### src/rtl/uart_digit_collector_pkg.sv
// uart_digit_collector shared definitions.
// ASCII constants, default width, entry FSM encoding.
package uart_digit_collector_pkg;

  localparam int DIGITS_DEF = 12;

  localparam logic [7:0] CH_ZERO  = 8'h30;
  localparam logic [7:0] CH_NINE  = 8'h39;
  localparam logic [7:0] CH_BS    = 8'h08;
  localparam logic [7:0] CH_CR    = 8'h0D;
  localparam logic [7:0] CH_LF    = 8'h0A;
  localparam logic [7:0] CH_ESC   = 8'h1B;
  localparam logic [7:0] CH_SPACE = 8'h20;

  typedef enum logic [1:0] {
    EMPTY,
    ENTRY,
    FULL
  } entry_state_t;

  typedef enum logic {
    ECHO_IDLE,
    ECHO_SEND
  } echo_state_t;

  function automatic logic is_digit(
    input logic [7:0] b
  );
    return (b >= CH_ZERO) && (b <= CH_NINE);
  endfunction

endpackage

### src/rtl/uart_digit_collector_if.sv
// uart_digit_collector bus: rx strobe in, committed
// string out, optional echo handshake.
interface uart_digit_collector_if
  import uart_digit_collector_pkg::*;
#(
  parameter int DIGITS = DIGITS_DEF
);

  logic [7:0]                    rx_data;
  logic                          rx_valid;
  logic [8*DIGITS-1:0]           buffer;
  logic                          buf_valid;
  logic [$clog2(DIGITS+1)-1:0]   digit_count;
  logic                          overflow;
  logic [7:0]                    tx_data;
  logic                          tx_valid;
  logic                          tx_ready;

  modport slave (
    input  rx_data,
    input  rx_valid,
    input  tx_ready,
    output buffer,
    output buf_valid,
    output digit_count,
    output overflow,
    output tx_data,
    output tx_valid
  );

  modport master (
    output rx_data,
    output rx_valid,
    output tx_ready,
    input  buffer,
    input  buf_valid,
    input  digit_count,
    input  overflow,
    input  tx_data,
    input  tx_valid
  );

endinterface

### src/rtl/uart_digit_collector_echo_sequencer.sv
// echo_sequencer: plays out up to 3 echo bytes over
// a valid/ready handshake. Loads are ignored while busy.
module echo_sequencer
  import uart_digit_collector_pkg::*;
(
  input  logic        clk,
  input  logic        reset,
  input  logic        load,
  input  logic [1:0]  len,
  input  logic [23:0] seq_in,
  output logic [7:0]  tx_data,
  output logic        tx_valid,
  input  logic        tx_ready
);

  echo_state_t state, state_n;
  logic [1:0]  idx, idx_n;
  logic [1:0]  len_q, len_n;
  logic [23:0] seq, seq_n;
  logic [7:0]  cur;

  // sequencer state and loaded byte sequence
  always_ff @(posedge clk or posedge reset) begin
    if (reset) begin
      state <= ECHO_IDLE;
      idx   <= 2'd0;
      len_q <= 2'd0;
      seq   <= 24'h0;
    end else begin
      state <= state_n;
      idx   <= idx_n;
      len_q <= len_n;
      seq   <= seq_n;
    end
  end

  // load when idle, advance on each accepted byte
  always_comb begin
    state_n = state;
    idx_n   = idx;
    len_n   = len_q;
    seq_n   = seq;
    unique case (state)
      ECHO_IDLE: begin
        if (load) begin
          seq_n   = seq_in;
          len_n   = len;
          idx_n   = 2'd0;
          state_n = ECHO_SEND;
        end
      end
      ECHO_SEND: begin
        if (tx_ready) begin
          if (idx == len_q - 2'd1) begin
            state_n = ECHO_IDLE;
            idx_n   = 2'd0;
          end else begin
            idx_n = idx + 2'd1;
          end
        end
      end
      default: state_n = ECHO_IDLE;
    endcase
  end

  // current byte, first byte in the MSB of seq
  always_comb begin
    cur = 8'h00;
    unique case (idx)
      2'd0:    cur = seq[23:16];
      2'd1:    cur = seq[15:8];
      2'd2:    cur = seq[7:0];
      default: cur = 8'h00;
    endcase
  end

  assign tx_valid = (state == ECHO_SEND);
  assign tx_data  = tx_valid ? cur : 8'h00;

endmodule

### src/rtl/uart_digit_collector.sv
// uart_digit_collector: assembles ASCII digits into a
// '0'-padded string. Echo built with UART_DIGIT_COLLECTOR_ECHO_EN.
module uart_digit_collector
  import uart_digit_collector_pkg::*;
#(
  parameter int DIGITS = DIGITS_DEF
)(
  input  logic                   clk,
  input  logic                   reset,
  uart_digit_collector_if.slave  bus
);

  localparam int W  = 8 * DIGITS;
  localparam int CW = $clog2(DIGITS + 1);
  localparam logic [W-1:0] ZFILL = {DIGITS{CH_ZERO}};

  entry_state_t  state, state_n;
  logic [W-1:0]  work, work_n;
  logic [W-1:0]  buffer_q, buffer_n;
  logic [CW-1:0] count, count_n;
  logic          ovf_q, ovf_n;
  logic          bv_q, bv_n;

  logic          echo_go;
  logic [1:0]    echo_len;
  logic [23:0]   echo_seq;

  // entry state, working string and committed buffer
  always_ff @(posedge clk or posedge reset) begin
    if (reset) begin
      state    <= EMPTY;
      work     <= ZFILL;
      buffer_q <= ZFILL;
      count    <= '0;
      ovf_q    <= 1'b0;
      bv_q     <= 1'b0;
    end else begin
      state    <= state_n;
      work     <= work_n;
      buffer_q <= buffer_n;
      count    <= count_n;
      ovf_q    <= ovf_n;
      bv_q     <= bv_n;
    end
  end

  // byte decode: edit, commit or clear the entry
  always_comb begin
    state_n  = state;
    work_n   = work;
    buffer_n = buffer_q;
    count_n  = count;
    ovf_n    = ovf_q;
    bv_n     = 1'b0;
    echo_go  = 1'b0;
    echo_len = 2'd0;
    echo_seq = 24'h0;
    if (bus.rx_valid) begin
      unique case (1'b1)
        is_digit(bus.rx_data): begin
          if (state != FULL) begin
            work_n   = {work[W-9:0], bus.rx_data};
            count_n  = count + 1'b1;
            state_n  = (count_n == CW'(DIGITS)) ? FULL : ENTRY;
            echo_go  = 1'b1;
            echo_len = 2'd1;
            echo_seq = {bus.rx_data, 16'h0};
          end else begin
            ovf_n = 1'b1;
          end
        end
        (bus.rx_data == CH_BS): begin
          if (state != EMPTY) begin
            work_n   = {CH_ZERO, work[W-1:8]};
            count_n  = count - 1'b1;
            state_n  = (count_n == '0) ? EMPTY : ENTRY;
            echo_go  = 1'b1;
            echo_len = 2'd3;
            echo_seq = {CH_BS, CH_SPACE, CH_BS};
          end
        end
        (bus.rx_data == CH_CR): begin
          buffer_n = work;
          bv_n     = 1'b1;
          work_n   = ZFILL;
          count_n  = '0;
          ovf_n    = 1'b0;
          state_n  = EMPTY;
          echo_go  = 1'b1;
          echo_len = 2'd2;
          echo_seq = {CH_CR, CH_LF, 8'h00};
        end
        (bus.rx_data == CH_ESC): begin
          work_n   = ZFILL;
          count_n  = '0;
          ovf_n    = 1'b0;
          state_n  = EMPTY;
          echo_go  = 1'b1;
          echo_len = 2'd2;
          echo_seq = {CH_CR, CH_LF, 8'h00};
        end
        default: ;
      endcase
    end
  end

  assign bus.buffer      = buffer_q;
  assign bus.buf_valid   = bv_q;
  assign bus.digit_count = count;
  assign bus.overflow    = ovf_q;

`ifdef UART_DIGIT_COLLECTOR_ECHO_EN
  echo_sequencer u_echo (
    .clk      (clk),
    .reset    (reset),
    .load     (echo_go),
    .len      (echo_len),
    .seq_in   (echo_seq),
    .tx_data  (bus.tx_data),
    .tx_valid (bus.tx_valid),
    .tx_ready (bus.tx_ready)
  );
`else
  logic unused_echo;
  assign unused_echo  = &{1'b0, bus.tx_ready, echo_go,
                          echo_len, echo_seq};
  assign bus.tx_valid = 1'b0;
  assign bus.tx_data  = 8'h00;
`endif

endmodule
### src/flat_wrapper.sv
// flat-port wrapper written by rule: the top's interface ports become plain ports
module uart_digit_collector_flat import uart_digit_collector_pkg::*;
#(
  parameter int DIGITS = DIGITS_DEF
)
  (clk, reset, bus_rx_data, bus_rx_valid, bus_tx_ready, bus_buffer, bus_buf_valid, bus_digit_count, bus_overflow, bus_tx_data, bus_tx_valid);
  uart_digit_collector_if #(.DIGITS(DIGITS)) bus_i ();
  input  logic clk;
  input  logic reset;
  input wire logic [$bits(bus_i.rx_data)-1:0] bus_rx_data;
  input wire logic [$bits(bus_i.rx_valid)-1:0] bus_rx_valid;
  input wire logic [$bits(bus_i.tx_ready)-1:0] bus_tx_ready;
  output wire logic [$bits(bus_i.buffer)-1:0] bus_buffer;
  output wire logic [$bits(bus_i.buf_valid)-1:0] bus_buf_valid;
  output wire logic [$bits(bus_i.digit_count)-1:0] bus_digit_count;
  output wire logic [$bits(bus_i.overflow)-1:0] bus_overflow;
  output wire logic [$bits(bus_i.tx_data)-1:0] bus_tx_data;
  output wire logic [$bits(bus_i.tx_valid)-1:0] bus_tx_valid;
  assign bus_i.rx_data = bus_rx_data;
  assign bus_i.rx_valid = bus_rx_valid;
  assign bus_i.tx_ready = bus_tx_ready;
  assign bus_buffer = bus_i.buffer;
  assign bus_buf_valid = bus_i.buf_valid;
  assign bus_digit_count = bus_i.digit_count;
  assign bus_overflow = bus_i.overflow;
  assign bus_tx_data = bus_i.tx_data;
  assign bus_tx_valid = bus_i.tx_valid;
  uart_digit_collector #(.DIGITS(DIGITS)) u_core (.clk(clk), .reset(reset), .bus(bus_i));
endmodule
### config.mk
export PLATFORM = sky130hd
export DESIGN_NAME = uart_digit_collector_flat
export DESIGN_NICKNAME = d
export VERILOG_FILES = /design/src/rtl/uart_digit_collector_pkg.sv /design/src/rtl/uart_digit_collector_if.sv /design/src/rtl/uart_digit_collector_echo_sequencer.sv /design/src/rtl/uart_digit_collector.sv /design/src/flat_wrapper.sv
export SDC_FILE = /design/constraint.sdc
export NUM_CORES = 1
export LEC_CHECK = 0
export BUFFER_PORTS_ARGS = -buffer_cell sky130_fd_sc_hd__buf_2
export CAP_MARGIN = 20
export CORE_ASPECT_RATIO = 1.1
export CORE_MARGIN = 4
export CORE_UTILIZATION = 55
export DETAILED_ROUTE_END_ITERATION = 8
export GPL_ROUTABILITY_DRIVEN = 1
export GPL_TIMING_DRIVEN = 0
export PLACE_DENSITY_LB_ADDON = 0.12
export SLEW_MARGIN = 10
export SYNTH_ARGS = -nofsm -noshare
export SYNTH_HDL_FRONTEND = slang
export SYNTH_HIERARCHICAL = 1
export SYNTH_SLANG_ARGS = --single-unit
### constraint.sdc
create_clock -name clk -period 7.5 [get_ports clk]
set_clock_uncertainty 0.05 [all_clocks]
set_input_delay 0 -clock clk [delete_from_list [all_inputs] [get_ports clk]]
set_output_delay 0 -clock clk [all_outputs]
set_load 0.05 [all_outputs]
==> results.cfg <==
[timing]
rsz0062_at_grt = false
tightestPinTransition_ns = 0.7985
finalHoldViolations = 0
period_needed_ns = 2.837
setup_viol = 0
period_share_pct = 37.83
max_freq_mhz = 352.5
finalSetupTns_ns = 0
drv_slew = 0
slew_headroom_pct = 46.02

[cts]
cts_resized = 0
cts.sinks = 200
cts_buffers = 17
cts.htree.levels = 4
post_cts_buffers = 0
hold_buffers = 7
cts_tree = done
insertion_delay_ns = 0.44
cts_buffer_depth = 2
cts.root.buffer_cell = clkbuf_16
clk_pin_slew_ns = 0.07

[worst_setup_path]
crit_start = bus_rx_data[5]
path_class = primary input to flop
crit_family = buffers and inverters
r2r_setup_slack_ns = 5.45
cp.required_ns = 7.80
cp_slowest_cell = nor2_1
crit_chain = dlygate4sd3_1 > buf_2 > or4b_1 > clkbuf_1 > nor2_1 > buf_2 > clkbuf_1 > o21ai_0 > a32oi_1
r2r-start = u_core/state[0]
timing.rr.end = u_core/work[65]
ff2ff_path_depth = 7
max_stage_delay_ns = 0.56
cp-start-kind = primary input
end_kind = flop
path_buf_inv = 5
path_max_fanout = 10
worstPathArrival_ns = 3.14

[pwr]
power_frac_comb_pct = 8.6
switching_share_pct = 24.62
leakage_nw = 4.939
vdd_drop_max_uv = 142.7
finalPower_w = 0.002370
powerDensity_mw_per_mm2 = 231.2
pwr-share-clk_pct = 41.6
sequentialPowerShare_pct = 49.8
p_int_w = 0.001787
power_switching_w = 0.0005835

[detailed_routing]
drt_iter0_markers = 577
wire_per_inst_microns = 19.49
viasPerCell = 5.950
route.vias.total = 6593
drc = 0
first_pass_iters = 6
ant_nets = 0
wl_mm = 21.60

[synth]
synth_flop_cell = dfrtp_1
synth-seq-cells = 200
async_reset_ff_share_pct = 100.0
synth_top_family_by_area = compound AO/OA/AOI/OAI gates
synth_compound_area_share_pct = 15.71
syn_area_sq_mm = 0.008675
synthXorXnorAreaFrac_pct = 0
synth_most_common_cell = dfrtp_1
synth-simple-area-share_pct = 8.207
yosysSeqAreaShare_pct = 58.39
synth_top_area_share_pct = 43.85
netlist_top_cells_area = dfrtp_1, dfstp_2, mux2_2
synth_fa_ha_area_share_pct = 0.5770
postSynthAreaPerCell_sq_um = 11.54
yosys_warnings = 6
yosysTopAreaCell = dfrtp_1
synth_common_cells = dfrtp_1, nand2_1, mux2_2
ys_types = 47
synthMuxAreaShare_pct = 12.46
synth-edff-count = 0
synth_cells = 752

[layout]
fin_util_pct = 67.05
fin_area_sq_mm = 0.01025
layout-drive-gt1-share_pct = 35.42
area_growth_pct = 18.17
nNetsFinal = 915
insertedDiodeCount = 0

[placement]
place.gp.congestion = 0.8591
placed_cell_area_sq_mm = 0.009545
hpwl_mm = 15.22
io_buffers = 111

[grt]
grt_overflow = 0
grt_max_degree = 121
grt_usage_pct = 25.20
grt_pass1_wl_mm = 35.78
antenna_found_initial = 0
grt_pass1_vias = 6536

[floorplanning]
dieArea_sq_mm = 0.01785
start_util_pct = 56.73
row_count = 47
io_pins = 123
core_sq_mm = 0.01529
die_w_microns = 127.7
fp.dieH_microns = 139.7

[hold_path]
hp-class = primary input to asynchronous set/reset pin

[status]
outcome = complete, no violations

[run]
drv_cap = 0
==> through the flow <==
step | hold WS (ns) | setup slack, ns | instances
2_1_floorplan | 0.1055 | 2.075 | 760
3_3_place_gp | 0.2629 | 0.2765 | 1067
3_5_place_dp | 0.07004 | 4.881 | 1069
4_1_cts | 0.1539 | 4.756 | 1108
5_1_grt | 0.1966 | 4.540 | 1108
6_report | 0.1398 | 4.663 | 1108
==> power groups by stage <==
stage / Combinational (W) / Sequential, W / Clock, W
final: 0.000203 / 0.00118 / 0.000986
after global routing: 0.000226 / 0.00119 / 0.00105
after CTS: 0.000204 / 0.00118 / 0.00100
after detailed placement: 0.000200 / 0.00120 / 0
after global placement: 0.000189 / 0.00120 / 0
after floorplan: 0.000125 / 0.00121 / 0
==> per-layer routing <==
layer  vias up  share of wire (%)  GRT usage (%)
met5         -                  0              0
met4         0                2.6          9.218
met3        43                6.0          4.293
met2       251                 48          39.22
met1      3304                 43          35.79
li1       2995                  -              -
==> worst max path at each step <==
| stage | to | cells after the start |
|---|---|---|
| 2_1_floorplan | u_core/bus.buf_valid | 1 |
| 3_3_place_gp | u_core/bus.buffer[23] | 2 |
| 3_5_place_dp | u_core/bus.digit_count[3] | 8 |
| 4_1_cts | u_core/bus.digit_count[3] | 9 |
| 5_1_grt | u_core/bus.digit_count[3] | 9 |
| 6_report | u_core/bus.digit_count[3] | 9 |
==> layout make-up <==
type | count | area, sq um
Timing Repair Buffer | 120 | 658.1
Buffer | 68 | 385.4
Sequential cell | 200 | 5065
Inverter | 4 | 22.52
Multi-Input combinational cell | 488 | 3239
Clock inverter | 12 | 198.9
Fill cell | 1165 | 5039
Clock buffer | 20 | 436.7
Tap cell | 196 | 245.2
==> registers in the layout, indices dropped and copies added, names as in the netlist <==
signal                  count
u_core/state                2
u_core/bus.buf_valid        1
u_core/bus.digit_count      4
u_core/work                96
u_core/bus.overflow         1
u_core/bus.buffer          96
==> kinds of logic after synthesis <==
logic type	count (synthesis)
mux	96
fa+ha+maj	4
compound gates	213
flops	200
other cells	1
simple gates	166
buf+inv	72
==> worst reg2reg max path, cell delays in order (launching register included) <==
cell	delay, ns
dfrtp_1	0.43
or4_4	0.56
o2111ai_2	0.19
buf_6	0.22
buf_6	0.19
buf_6	0.17
nand2_1	0.06
o21ai_0	0.09
==> cells in the final DEF, fill, tap and decap left out, drive strengths merged, types with 4 or more instances in the layout <==
| cell | n |
|---|---|
| clkbuf | 59 |
| mux2 | 96 |
| dfstp | 48 |
| ha | 4 |
| a21o | 22 |
| o21ai | 83 |
| nand2 | 131 |
| nand2b | 4 |
| nor3 | 4 |
| inv | 5 |
| a22oi | 65 |
| nor2 | 8 |
| dfrtp | 152 |
| buf | 142 |
| conb | 9 |
| a31oi | 21 |
| bufinv | 5 |
| dlygate4sd3 | 7 |
| a21oi | 6 |
Note: power is estimated with default switching activity, not from simulation.
